==> src/rtl/audio_pkg.sv <==
// Shared types and constants for the audio sample loading path.
package audio_pkg;

  localparam int unsigned SAMPLE_W = 16;
  localparam int unsigned BYTE_W   = 8;

  typedef enum logic [2:0] {
    IDLE,
    WAIT_LO,
    WAIT_HI,
    WRITE,
    DONE,
    WAIT_CK
  } loader_state_t;

endpackage

==> src/rtl/audio_sample_loader_strobe_sync.sv <==
// Multi-stage synchronizer for an asynchronous pin with a registered
// one-cycle rising-edge pulse; latency from pin rise is SYNC_STAGES+1 edges.
module strobe_sync #(
  parameter int unsigned SYNC_STAGES = 2
) (
  input  logic clk_i,
  input  logic rst_i,
  input  logic strobe_i,
  output logic pulse_o
);

  logic [SYNC_STAGES-1:0] sync_q;
  logic                   prev_q;
  logic                   pulse_q;

  always_ff @(posedge clk_i or posedge rst_i) begin
    if (rst_i) begin
      sync_q  <= '0;
      prev_q  <= 1'b0;
      pulse_q <= 1'b0;
    end else begin
      sync_q  <= {sync_q[SYNC_STAGES-2:0], strobe_i};
      prev_q  <= sync_q[SYNC_STAGES-1];
      pulse_q <= sync_q[SYNC_STAGES-1] & ~prev_q;
    end
  end

  assign pulse_o = pulse_q;

endmodule

==> src/rtl/audio_sample_loader.sv <==
// Loads N_SAMPLES 16-bit little-endian samples from the Arduino byte link into
// sample RAM. Optional trailing XOR checksum: AUDIO_SAMPLE_LOADER_CHECKSUM_EN.
module audio_sample_loader
  import audio_pkg::*;
#(
  parameter int unsigned N_SAMPLES   = 256,
  parameter int unsigned ADDR_W      = 8,
  parameter int unsigned SYNC_STAGES = 2
) (
  input  logic                clk,
  input  logic                rst,
  input  logic                start,
  input  logic                read_arduino_in,
  input  logic [BYTE_W-1:0]   data,
  output logic                mem_we,
  output logic [ADDR_W-1:0]   mem_addr,
  output logic [SAMPLE_W-1:0] mem_wdata,
  output logic                busy,
  output logic                flag,
  output logic                err
);

  localparam logic [ADDR_W-1:0] LAST_ADDR = ADDR_W'(N_SAMPLES - 1);

  loader_state_t       state_q, state_d;
  logic [ADDR_W-1:0]   addr_q, addr_d;
  logic [BYTE_W-1:0]   lo_q, lo_d;
  logic [SAMPLE_W-1:0] wdata_q, wdata_d;
  logic                evt;

`ifdef AUDIO_SAMPLE_LOADER_CHECKSUM_EN
  localparam loader_state_t END_STATE = WAIT_CK;
  logic [BYTE_W-1:0] ck_q, ck_d;
  logic              err_q, err_d;
`else
  localparam loader_state_t END_STATE = DONE;
`endif

  strobe_sync #(
    .SYNC_STAGES(SYNC_STAGES)
  ) u_strobe_sync (
    .clk_i    (clk),
    .rst_i    (rst),
    .strobe_i (read_arduino_in),
    .pulse_o  (evt)
  );

  always_ff @(posedge clk or posedge rst) begin
    if (rst) begin
      state_q <= IDLE;
      addr_q  <= '0;
      lo_q    <= '0;
      wdata_q <= '0;
`ifdef AUDIO_SAMPLE_LOADER_CHECKSUM_EN
      ck_q    <= '0;
      err_q   <= 1'b0;
`endif
    end else begin
      state_q <= state_d;
      addr_q  <= addr_d;
      lo_q    <= lo_d;
      wdata_q <= wdata_d;
`ifdef AUDIO_SAMPLE_LOADER_CHECKSUM_EN
      ck_q    <= ck_d;
      err_q   <= err_d;
`endif
    end
  end

  always_comb begin
    state_d = state_q;
    addr_d  = addr_q;
    lo_d    = lo_q;
    wdata_d = wdata_q;
`ifdef AUDIO_SAMPLE_LOADER_CHECKSUM_EN
    ck_d    = ck_q;
    err_d   = err_q;
`endif
    unique case (state_q)
      IDLE, DONE: begin
        if (start) begin
          state_d = WAIT_LO;
          addr_d  = '0;
`ifdef AUDIO_SAMPLE_LOADER_CHECKSUM_EN
          ck_d    = '0;
          err_d   = 1'b0;
`endif
        end
      end
      WAIT_LO: begin
        if (evt) begin
          lo_d    = data;
          state_d = WAIT_HI;
`ifdef AUDIO_SAMPLE_LOADER_CHECKSUM_EN
          ck_d    = ck_q ^ data;
`endif
        end
      end
      WAIT_HI: begin
        if (evt) begin
          wdata_d = {data, lo_q};
          state_d = WRITE;
`ifdef AUDIO_SAMPLE_LOADER_CHECKSUM_EN
          ck_d    = ck_q ^ data;
`endif
        end
      end
      WRITE: begin
        // Address saturates at the last sample instead of wrapping.
        if (addr_q < LAST_ADDR) begin
          addr_d  = addr_q + 1'b1;
          state_d = WAIT_LO;
        end else begin
          state_d = END_STATE;
        end
      end
`ifdef AUDIO_SAMPLE_LOADER_CHECKSUM_EN
      WAIT_CK: begin
        if (evt) begin
          err_d   = (data != ck_q);
          state_d = DONE;
        end
      end
`endif
      default: state_d = IDLE;
    endcase
  end

  assign mem_we    = (state_q == WRITE);
  assign mem_addr  = addr_q;
  assign mem_wdata = wdata_q;
  assign busy      = (state_q == WAIT_LO) || (state_q == WAIT_HI) ||
                     (state_q == WRITE)   || (state_q == WAIT_CK);
  assign flag      = (state_q == DONE);
`ifdef AUDIO_SAMPLE_LOADER_CHECKSUM_EN
  assign err       = err_q;
`else
  assign err       = 1'b0;
`endif

endmodule

==> config.mk <==
export PLATFORM = sky130hd
export DESIGN_NAME = audio_sample_loader
export DESIGN_NICKNAME = d
export VERILOG_FILES = /design/src/rtl/audio_pkg.sv /design/src/rtl/audio_sample_loader_strobe_sync.sv /design/src/rtl/audio_sample_loader.sv
export SDC_FILE = /design/constraint.sdc
export NUM_CORES = 1
export LEC_CHECK = 0
export ABC_AREA = 1
export CORE_MARGIN = 5
export CORE_UTILIZATION = 43
export CTS_CLUSTER_DIAMETER = 200
export DETAILED_ROUTE_END_ITERATION = 8
export GPL_TIMING_DRIVEN = 0
export PLACE_DENSITY = 0.7
export SLEW_MARGIN = 15
export SYNTH_ARGS = -nofsm -noshare
export SYNTH_HDL_FRONTEND = slang
export SYNTH_SLANG_ARGS = --single-unit
==> constraint.sdc <==
create_clock -name clk -period 2.7 [get_ports clk]
set_input_delay 0.27 -clock clk [delete_from_list [all_inputs] [get_ports clk]]
set_output_delay 0.27 -clock clk [all_outputs]
set_load 0.005 [all_outputs]
Word level (Yosys, flattened, before mapping)
Cells that the tools add are included.

operators by class
  $add $sub $neg = 1
  magnitude comparators = 1
  equal/unequal tests = 9
  multiplexer cells = 8
  bitwise operators = 2
  reduce and logical (&&, ||, !) cells = 10

operators with widths
  cell                                                   number
  two-way mux 8 bit                                      2
  case mux 8 bit (2 select lines)                        1
  two-way mux 3 bit                                      4
  case mux 3 bit (4 select lines)                        1
  adder 8 x 1 -> 8 bit, second input constant            1
  less-than comparator 8 bit, second input constant      1
  == test 3 x 2 -> 1 bit, second input constant          2
  == test 3 bit, second input constant                   2
  inequality test 2 x 1 -> 1 bit, second input constant  3
  AND reduction 3 bit                                    2
  AND reduction 2 bit                                    2
  == test 3 x 1 -> 1 bit, second input constant          1
  logical NOT 3 bit                                      1
  logical OR 1 bit                                       3
  inequality test 2 bit, second input constant           1
  nonzero test 2 bit                                     1
  OR reduction 2 bit                                     1
  bitwise AND 1 bit                                      1
  inverter 1 bit                                         1

storage, ports and cells
  bits in registers = 39
  input bits = 12
  output and inout bits = 28
  word-level logic and storage cells = 38

Logic depth before layout (Yosys ltp)
Gate-level depths: netlist (run 1).

  word-level depth = 4
  gate-level depth with buffers = 8

Modules after synthesis
A second synthesis (run 1) with hierarchy kept.

unflattened totals
  cell total of the unflattened synthesis = 200
  area, all modules = 1830.5 um^2

modules (own cells, without submodules)
  module               instances  cells an instance  area each (um^2)
  audio_sample_loader  1          193                1716.6
  strobe_sync          1          7                  113.9

Worst setup path after synthesis (run 1)
No wires, ideal clock.

  path type = flip-flop to flip-flop
  from = register addr_q[1], in the netlist mem_addr[1]
  to = register addr_q[5], in the netlist mem_addr[5]
  library setup time = 0.116 ns
  arrival = 1.117 ns
  data required time = 2.584 ns
  setup slack = 1.467 ns
  stages on the path, launching flop included = 9
  period minus slack after synthesis = 1.233 ns
  path through = dfrtp_1 > ha_1 > nand2_2 > nor2_2 > nand2_1 > nor2_2 > nor2_2 > nand2_1 > nand2_1

between the ends
  word-level cells in the longest chain between the ends = 3
  elaborated cells on any way between the ends = 6
  those cells by class = add/sub (1); order compare (1); eq/ne (1); mux (2); reduce/logical (1)

ends and longest elaborated chain
  item                                                                    RTL line                                                text
  start: declaration                                                      audio_sample_loader.sv:26                               logic [ADDR_W-1:0] addr_q, addr_d;
  start signal: assignment                                                audio_sample_loader.sv:60                               addr_q <= addr_d;
  adder 8 x 1 -> 8 bit or less-than comparator 8 bit (tied branches)      audio_sample_loader.sv:111, audio_sample_loader.sv:110
  two-way mux 8 bit or inequality test 2 x 1 -> 1 bit (tied branches)     --
  case mux 8 bit (2 select lines) or AND reduction 3 bit (tied branches)  --

Several ways; a longest one is shown, not always the timed one. The select of a mux whose other input is x is not followed.
A chain may end at the register's enable or synchronous reset.

Final worst setup path (run 1)
  from = register state_q[2]
  to = output port mem_we

between the ends
  word-level cells in the longest chain between the ends = 1

ends and longest elaborated chain
  item                      RTL line                    text
  start: declaration        audio_sample_loader.sv:25   loader_state_t state_q, state_d;
  start signal: assignment  audio_sample_loader.sv:59   state_q <= state_d;
  == test 3 x 2 -> 1 bit    audio_sample_loader.sv:129  assign mem_we = (state_q == WRITE);
  end: declaration          audio_sample_loader.sv:15   output logic mem_we,

No other way between the ends.

==> results of run 1 <==
[state kept, by name, summed over array words and instances, names as in the netlist]
register,flops
state_q,3
mem_addr,8
mem_wdata,16
lo_q,8
u_strobe_sync.prev_q,1
u_strobe_sync.pulse_o,1
u_strobe_sync.sync_q,2
[area by class of cell]
type / instances / area, µm² / share of cell area [%]
timing repair buffer: 39 / 400 / 16.9
multi-input combinational: 136 / 682 / 28.9
clock buffer: 7 / 96.3 / 4.08
buffer: 5 / 46.3 / 1.96
tap: 50 / 62.6 / 2.65
clock inverter: 1 / 7.51 / 0.318
inverter: 24 / 92.6 / 3.92
sequential: 39 / 976 / 41.3
[worst register-to-register path, stage by stage (launching register included)]
cell,delay [ns]
dfrtp_1,0.42
ha_1,0.23
nand2_2,0.07
nor2_2,0.15
nand2_1,0.12
nand2_1,0.10
inv_1,0.07
nand2_1,0.06
o21ai_1,0.06
[cell usage in the layout (no fill, tap or decap)]
master / netlist / final
o21ai_2: 8 / 8
o21ai_1: 9 / 9
nand2_1: 72 / 72
dfrtp_1: 39 / 39
ha_1: 1 / 1
o21bai_1: 1 / 1
o21ai_0: 3 / 3
nand2_4: 2 / 2
buf_2: 1 / 1
clkbuf_8: 0 / 7
inv_4: 1 / 1
nor2_1: 7 / 7
clkdlybuf4s50_1: 0 / 38
buf_12: 0 / 1
nand3_2: 5 / 5
conb_1: 1 / 1
nor2_2: 3 / 3
buf_4: 1 / 1
inv_1: 20 / 19
o2111ai_1: 1 / 1
clkinv_1: 1 / 1
inv_2: 2 / 3
xor2_1: 1 / 1
a21oi_1: 1 / 1
buf_6: 3 / 3
nand3b_1: 1 / 1
nand3_1: 16 / 16
or2_2: 1 / 1
a21boi_2: 1 / 1
clkinvlp_4: 0 / 1
nand2_2: 2 / 2
[metrics by stage]
stage               hold WS [ns]  std cells
CTS                        0.227        301
finish                     0.233        301
detailed placement         0.337        293
floorplan                  0.301        204
global placement           0.332        292
global route               0.273        301
[synthesized netlist by cell type]
cell | instances | area [µm²]
o2111ai_1 | 1 | 8.76
nand2_4 | 2 | 22.5
ha_1 | 1 | 12.5
o21bai_1 | 1 | 7.51
conb_1 | 1 | 3.75
o21ai_0 | 3 | 15.0
nor2_2 | 3 | 18.8
dfrtp_1 | 39 | 976
o21ai_2 | 8 | 70.1
nand2_1 | 72 | 270
clkinv_1 | 1 | 3.75
a21oi_1 | 1 | 5.00
nand2_2 | 2 | 12.5
inv_2 | 2 | 7.51
a21boi_2 | 1 | 11.3
buf_4 | 1 | 7.51
buf_6 | 3 | 33.8
o21ai_1 | 9 | 45.0
or2_2 | 1 | 6.26
inv_4 | 1 | 6.26
inv_1 | 20 | 75.1
xor2_1 | 1 | 8.76
buf_2 | 1 | 5.00
nand3_1 | 16 | 80.1
nand3b_1 | 1 | 7.51
nand3_2 | 5 | 50.1
nor2_1 | 7 | 26.3
[routing by layer]
layer	GRT usage, %	wire, µm	vias to the layer above
li1	-	-	730
met1	17.9	1600	620
met2	23.9	1620	40
met3	3.74	242	5
met4	5.93	44	0
met5	0	0	-
[power by group through the flow]
stage	clock (W)	combinational, W	sequential [W]
3_5_place_dp	0	0.000896	0.000943
3_3_place_gp	0	0.000872	0.000938
5_1_grt	0.000467	0.000990	0.000970
6_report	0.000431	0.000881	0.000935
4_1_cts	0.000445	0.000897	0.000937
2_1_floorplan	0	0.000471	0.000932
[path summary, 6_finish.rpt]
path	start	endpoint	slack (ns)	depth (start not counted)
worst max register to register	mem_addr[1]	mem_addr[0]	1.30	8
worst min register to register	u_strobe_sync.sync_q[0]	u_strobe_sync.sync_q[1]	0.35	0
min in group clk	u_strobe_sync.sync_q[0]	u_strobe_sync.sync_q[1]	0.35	0
worst min-delay path	rst	mem_addr[0]	0.23	2
max in group asynchronous	rst	mem_wdata[1]	2.03	3
worst max-delay path	state_q[2]	mem_we	0.79	4
[logic make-up (layout without fill, tap and decap cells)]
| kind of cell | count (synthesis) | after routing | share of synthesized area, % |
|---|---|---|---|
| fa+ha+maj | 1 | 1 | 0.696 |
| compound gates | 24 | 24 | 9.05 |
| xor+xnor | 1 | 1 | 0.488 |
| simple gates | 109 | 109 | 27.5 |
| flops | 39 | 39 | 54.3 |
| buf+inv | 29 | 76 | 7.73 |
| other cells | 1 | 1 | 0.209 |
==> reports/qor.csv, run 1 <==
stage;metric;value;unit
outcome;outcome;completed;
setup_path;crit_required;2.43;ns
grt;grt_start_max_net_pins;30;
place;dp.final_hpwl;2700;µm
synth;ys_types;27;
drt;drt_wl_total;3500;µm
die;start_util;44.6;%
die;dieHeight;74.6;µm
sta;finalClockSkew;0.00325;ns
sta;fmaxAchievable;522;MHz
final_layout;antenna_cells;0;
min_path;worstHoldPathType;in -> async;
setup_path;worstPathArrival;1.64;ns
clock_tree;htree_levels;2;
grt;grt_usage;14.4;%
power_and_ir_drop;combPwrFrac;39.2;%
grt;grt_first_pass_wirelength;6100;µm
sta;rsz0062_at_grt;false;
drt;drc;0;
place;preCtsSetupSlack;1.10;ns
power_and_ir_drop;p_int;0.00149;W
synth;syn_area_per_cell;8.81;µm²
job;maxCapViolations;0;
setup_path;path_class;reg -> out;
clock_tree;clk_pin_slew_worst_paths;0.07;ns
power_and_ir_drop;clockPowerShare;19.2;%
die;rows;23;
synth;ys_ff_latch;39;
power_and_ir_drop;power.leakage;1.19;nW
power_and_ir_drop;peakVddDrop;0.476;mV
power_and_ir_drop;power_frac_seq;41.6;%
power_and_ir_drop;power_density;951;nW/µm²
drt;viasPerCell;4.63;
power_and_ir_drop;power.total;0.00225;W
clock_tree;cts_buffer_depth;2;
sta;period_minus_slack;1.91;ns
sta;hold_viol;0;
setup_path;start_kind;register;
place;place_area;2260;µm²
final_layout;final_util;58.7;%
die;die_area;5570;µm²
clock_tree;cts_buffers;5;
power_and_ir_drop;p_sw;0.000758;W
setup_path;cp-end-kind;output pin;
grt;grt_overflow;0;
sta;tns;0;ns
setup_path;crit_family;buffers and inverters;
grt;antenna_found_initial;0;
drt;drtIter0Drc;46;
die;core;4030;µm²
setup_path;cp_max_fo;7;
sta;finalSetupViolCount;0;
grt;grt_pass1_vias;1376;
final_layout;fin_nets;263;
synth;synth_warnings;0;
place;place_congestion;0.798;
drt;ant_nets;0;
clock_tree;worstSkewPairLatency;0.28;ns
sta;final-max-slew-violation-count;0;
drt;routedWlPerCell;11.6;µm
die;ioPinCount;40;
sta;fin_ws;0.785;ns
drt;num_vias;1395;
synth;synthCells;204;
final_layout;finalInstanceArea;2360;µm²
synth;syn_nets;217;
synth;netlist_area;1800;µm²
setup_path;slowest_stage;clkdlybuf4s50_1;
clock_tree;cts_setup_buffers;0;
setup_path;worstPathCellList;clkinv_1 > nand3_2 > inv_2 > clkdlybuf4s50_1;
sta;post-route-period-util;70.9;%
setup_path;slowest_delay;0.53;ns
power_and_ir_drop;swShare;33.7;%
clock_tree;cts.sinks;39;
final_layout;syn_to_final_growth;31.5;%
place;portBuffers;38;
drt;first_pass_iters;4;
clock_tree;ctsHoldBuffers;0;
clock_tree;cts_root_buf;clkbuf_8;
synth;ys_seq_area_share;54.3;%
die;chipWidth;74.6;µm
final_layout;n_fill_cell;388;
clock_tree;cts.repair.resized;0;
final_layout;final_layout_size_suffix_gt1_share;15.9;%
clock_tree;cts_tree;done;
setup_path;cp_num_buf_inv;3;
(Power assumes the default switching activity.)
==> run 2, diff against run 1 <==
clock period = 1.9 ns   (was 2.7 ns; I/O delays follow)
==> run 2 against run 1 <==
  * Clock power rose by 42%
  * Flip-flop and latch count did not move
  * Power increased by 42%
  * Non-clock buffer count unchanged
  * Via count rose by 0.29%
  * Cell area grew 0.16%
  * Critical endpoint unchanged
==> reports/qor.csv, run 2 (synthesized netlist as in run 1, its figures left out) <==
stage;metric;value;unit
outcome;outcome;completed;
setup_path;startpoint;state_q[2];
setup_path;timing.rr.start;mem_addr[1];
clock_tree;cts_root_buf;clkbuf_8;
sta;period_minus_slack;1.81;ns
drt;ant_nets;0;
setup_path;crit_family;buffers and inverters;
job;maxCapViolations;0;
final_layout;largest_reg_flops;16;
clock_tree;worstSkewPairLatency;0.28;ns
die;dieHeight;74.6;µm
drt;first_pass_iters;4;
die;chipWidth;74.6;µm
setup_path;start_kind;register;
drt;viasPerCell;4.65;
sta;rsz0062_at_grt;false;
power_and_ir_drop;p_sw;0.00108;W
place;portBuffers;38;
setup_path;crit_required;1.71;ns
sta;finalSetupViolCount;0;
die;core;4030;µm²
final_layout;final_cells;301;
power_and_ir_drop;clockPowerShare;19.1;%
die;die_area;5570;µm²
final_layout;syn_to_final_growth;31.8;%
min_path;worstHoldPathType;in -> async;
final_layout;layout_common_cells;72 x nand2_1, 38 x clkdlybuf4s50_1, 38 x dfrtp_1, 19 x inv_1, 16 x nand3_1;
place;dp.final_hpwl;2700;µm
clock_tree;htree_levels;2;
place;place_congestion;0.798;
power_and_ir_drop;combPwrFrac;39.3;%
power_and_ir_drop;power_frac_seq;41.6;%
grt;grt_overflow;0;
place;place_area;2260;µm²
final_layout;finalInstanceArea;2370;µm²
clock_tree;ctsHoldBuffers;0;
grt;grt_start_max_net_pins;30;
power_and_ir_drop;power.leakage;1.18;nW
setup_path;slowest_stage;clkdlybuf4s50_1;
setup_path;path_class;reg -> out;
final_layout;fin_nets;263;
grt;grt_first_pass_wirelength;6100;µm
setup_path;slowest_delay;0.51;ns
drt;drtIter0Drc;49;
grt;antenna_found_initial;0;
setup_path;worstPathArrival;1.62;ns
final_layout;final_layout_size_suffix_gt1_share;16.3;%
clock_tree;cts_buffers;5;
power_and_ir_drop;p_int;0.00212;W
setup_path;worstPathCellList;clkinv_1 > nand3_2 > inv_4 > clkdlybuf4s50_1;
setup_path;cp_max_fo;7;
sta;finalClockSkew;0.00338;ns
final_layout;final_common_cell;nand2_1;
clock_tree;cts.repair.resized;0;
clock_tree;cts.sinks;39;
place;placed_cells_incl_taps;293;
die;start_util;44.6;%
sta;fmaxAchievable;553;MHz
die;ioPinCount;40;
clock_tree;cts_buffer_depth;2;
drt;drt_wl_total;3500;µm
grt;grt_pass1_vias;1376;
drt;routedWlPerCell;11.6;µm
sta;post-route-period-util;95.2;%
drt;drc;0;
sta;final-max-slew-violation-count;0;
power_and_ir_drop;power_density;1350;nW/µm²
final_layout;final_util;58.8;%
final_layout;antenna_cells;0;
drt;num_vias;1399;
sta;hold_viol;0;
setup_path;cp_num_buf_inv;3;
clock_tree;cts_setup_buffers;0;
setup_path;cp-end-kind;output pin;
clock_tree;cts_tree;done;
power_and_ir_drop;peakVddDrop;0.677;mV
grt;grt_usage;14.4;%
die;rows;23;
power_and_ir_drop;swShare;33.8;%
clock_tree;clk_pin_slew_worst_paths;0.07;ns
==> run 2: per-layer routing <==
metal / up-vias / wire length, µm / track usage (%)
li1: 731 / - / -
met1: 628 / 1600 / 17.9
met2: 35 / 1620 / 23.9
met3: 5 / 235 / 3.74
met4: 0 / 44 / 5.93
met5: - / 0 / 0
==> run 2: worst paths after layout <==
check,to,slack (ns),depth (start not counted)
max,mem_we,0.09,4
min,mem_addr[0],0.15,2
max reg2reg,mem_addr[0],0.50,8
min reg2reg,u_strobe_sync.sync_q[1],0.35,0
max in group asynchronous,mem_wdata[1],1.32,3
min in group clk,u_strobe_sync.sync_q[0],0.34,1
==> run 2: per-stage QoR <==
stage          setup TNS [ns]  power [W]  hold WS, ns  setup slack [ns]
2_1_floorplan               0    0.00199        0.221             0.667
3_3_place_gp            -1.69    0.00257        0.332           -0.0456
3_5_place_dp                0    0.00261        0.337             0.379
4_1_cts                     0    0.00324        0.147            0.0572
5_1_grt                     0    0.00346        0.193           0.00519
6_report                    0    0.00320        0.150            0.0910
==> run 2: area by class of cell <==
cell class                 instances  area, µm²
timing repair buffer              39        400
tap                               50       62.6
sequential                        39        977
clock inverter                     1       7.51
inverter                          24       95.1
buffer                             5       46.3
multi-input combinational        136        682
clock buffer                       7       96.3
fill                             386       1660
==> run 2: power by group through the flow <==
stage	Clock [W]	Combinational, W	Sequential, W
3_5_place_dp	0	0.00127	0.00134
4_1_cts	0.000632	0.00127	0.00133
3_3_place_gp	0	0.00124	0.00133
2_1_floorplan	0	0.000669	0.00132
5_1_grt	0.000663	0.00141	0.00138
6_report	0.000612	0.00126	0.00133
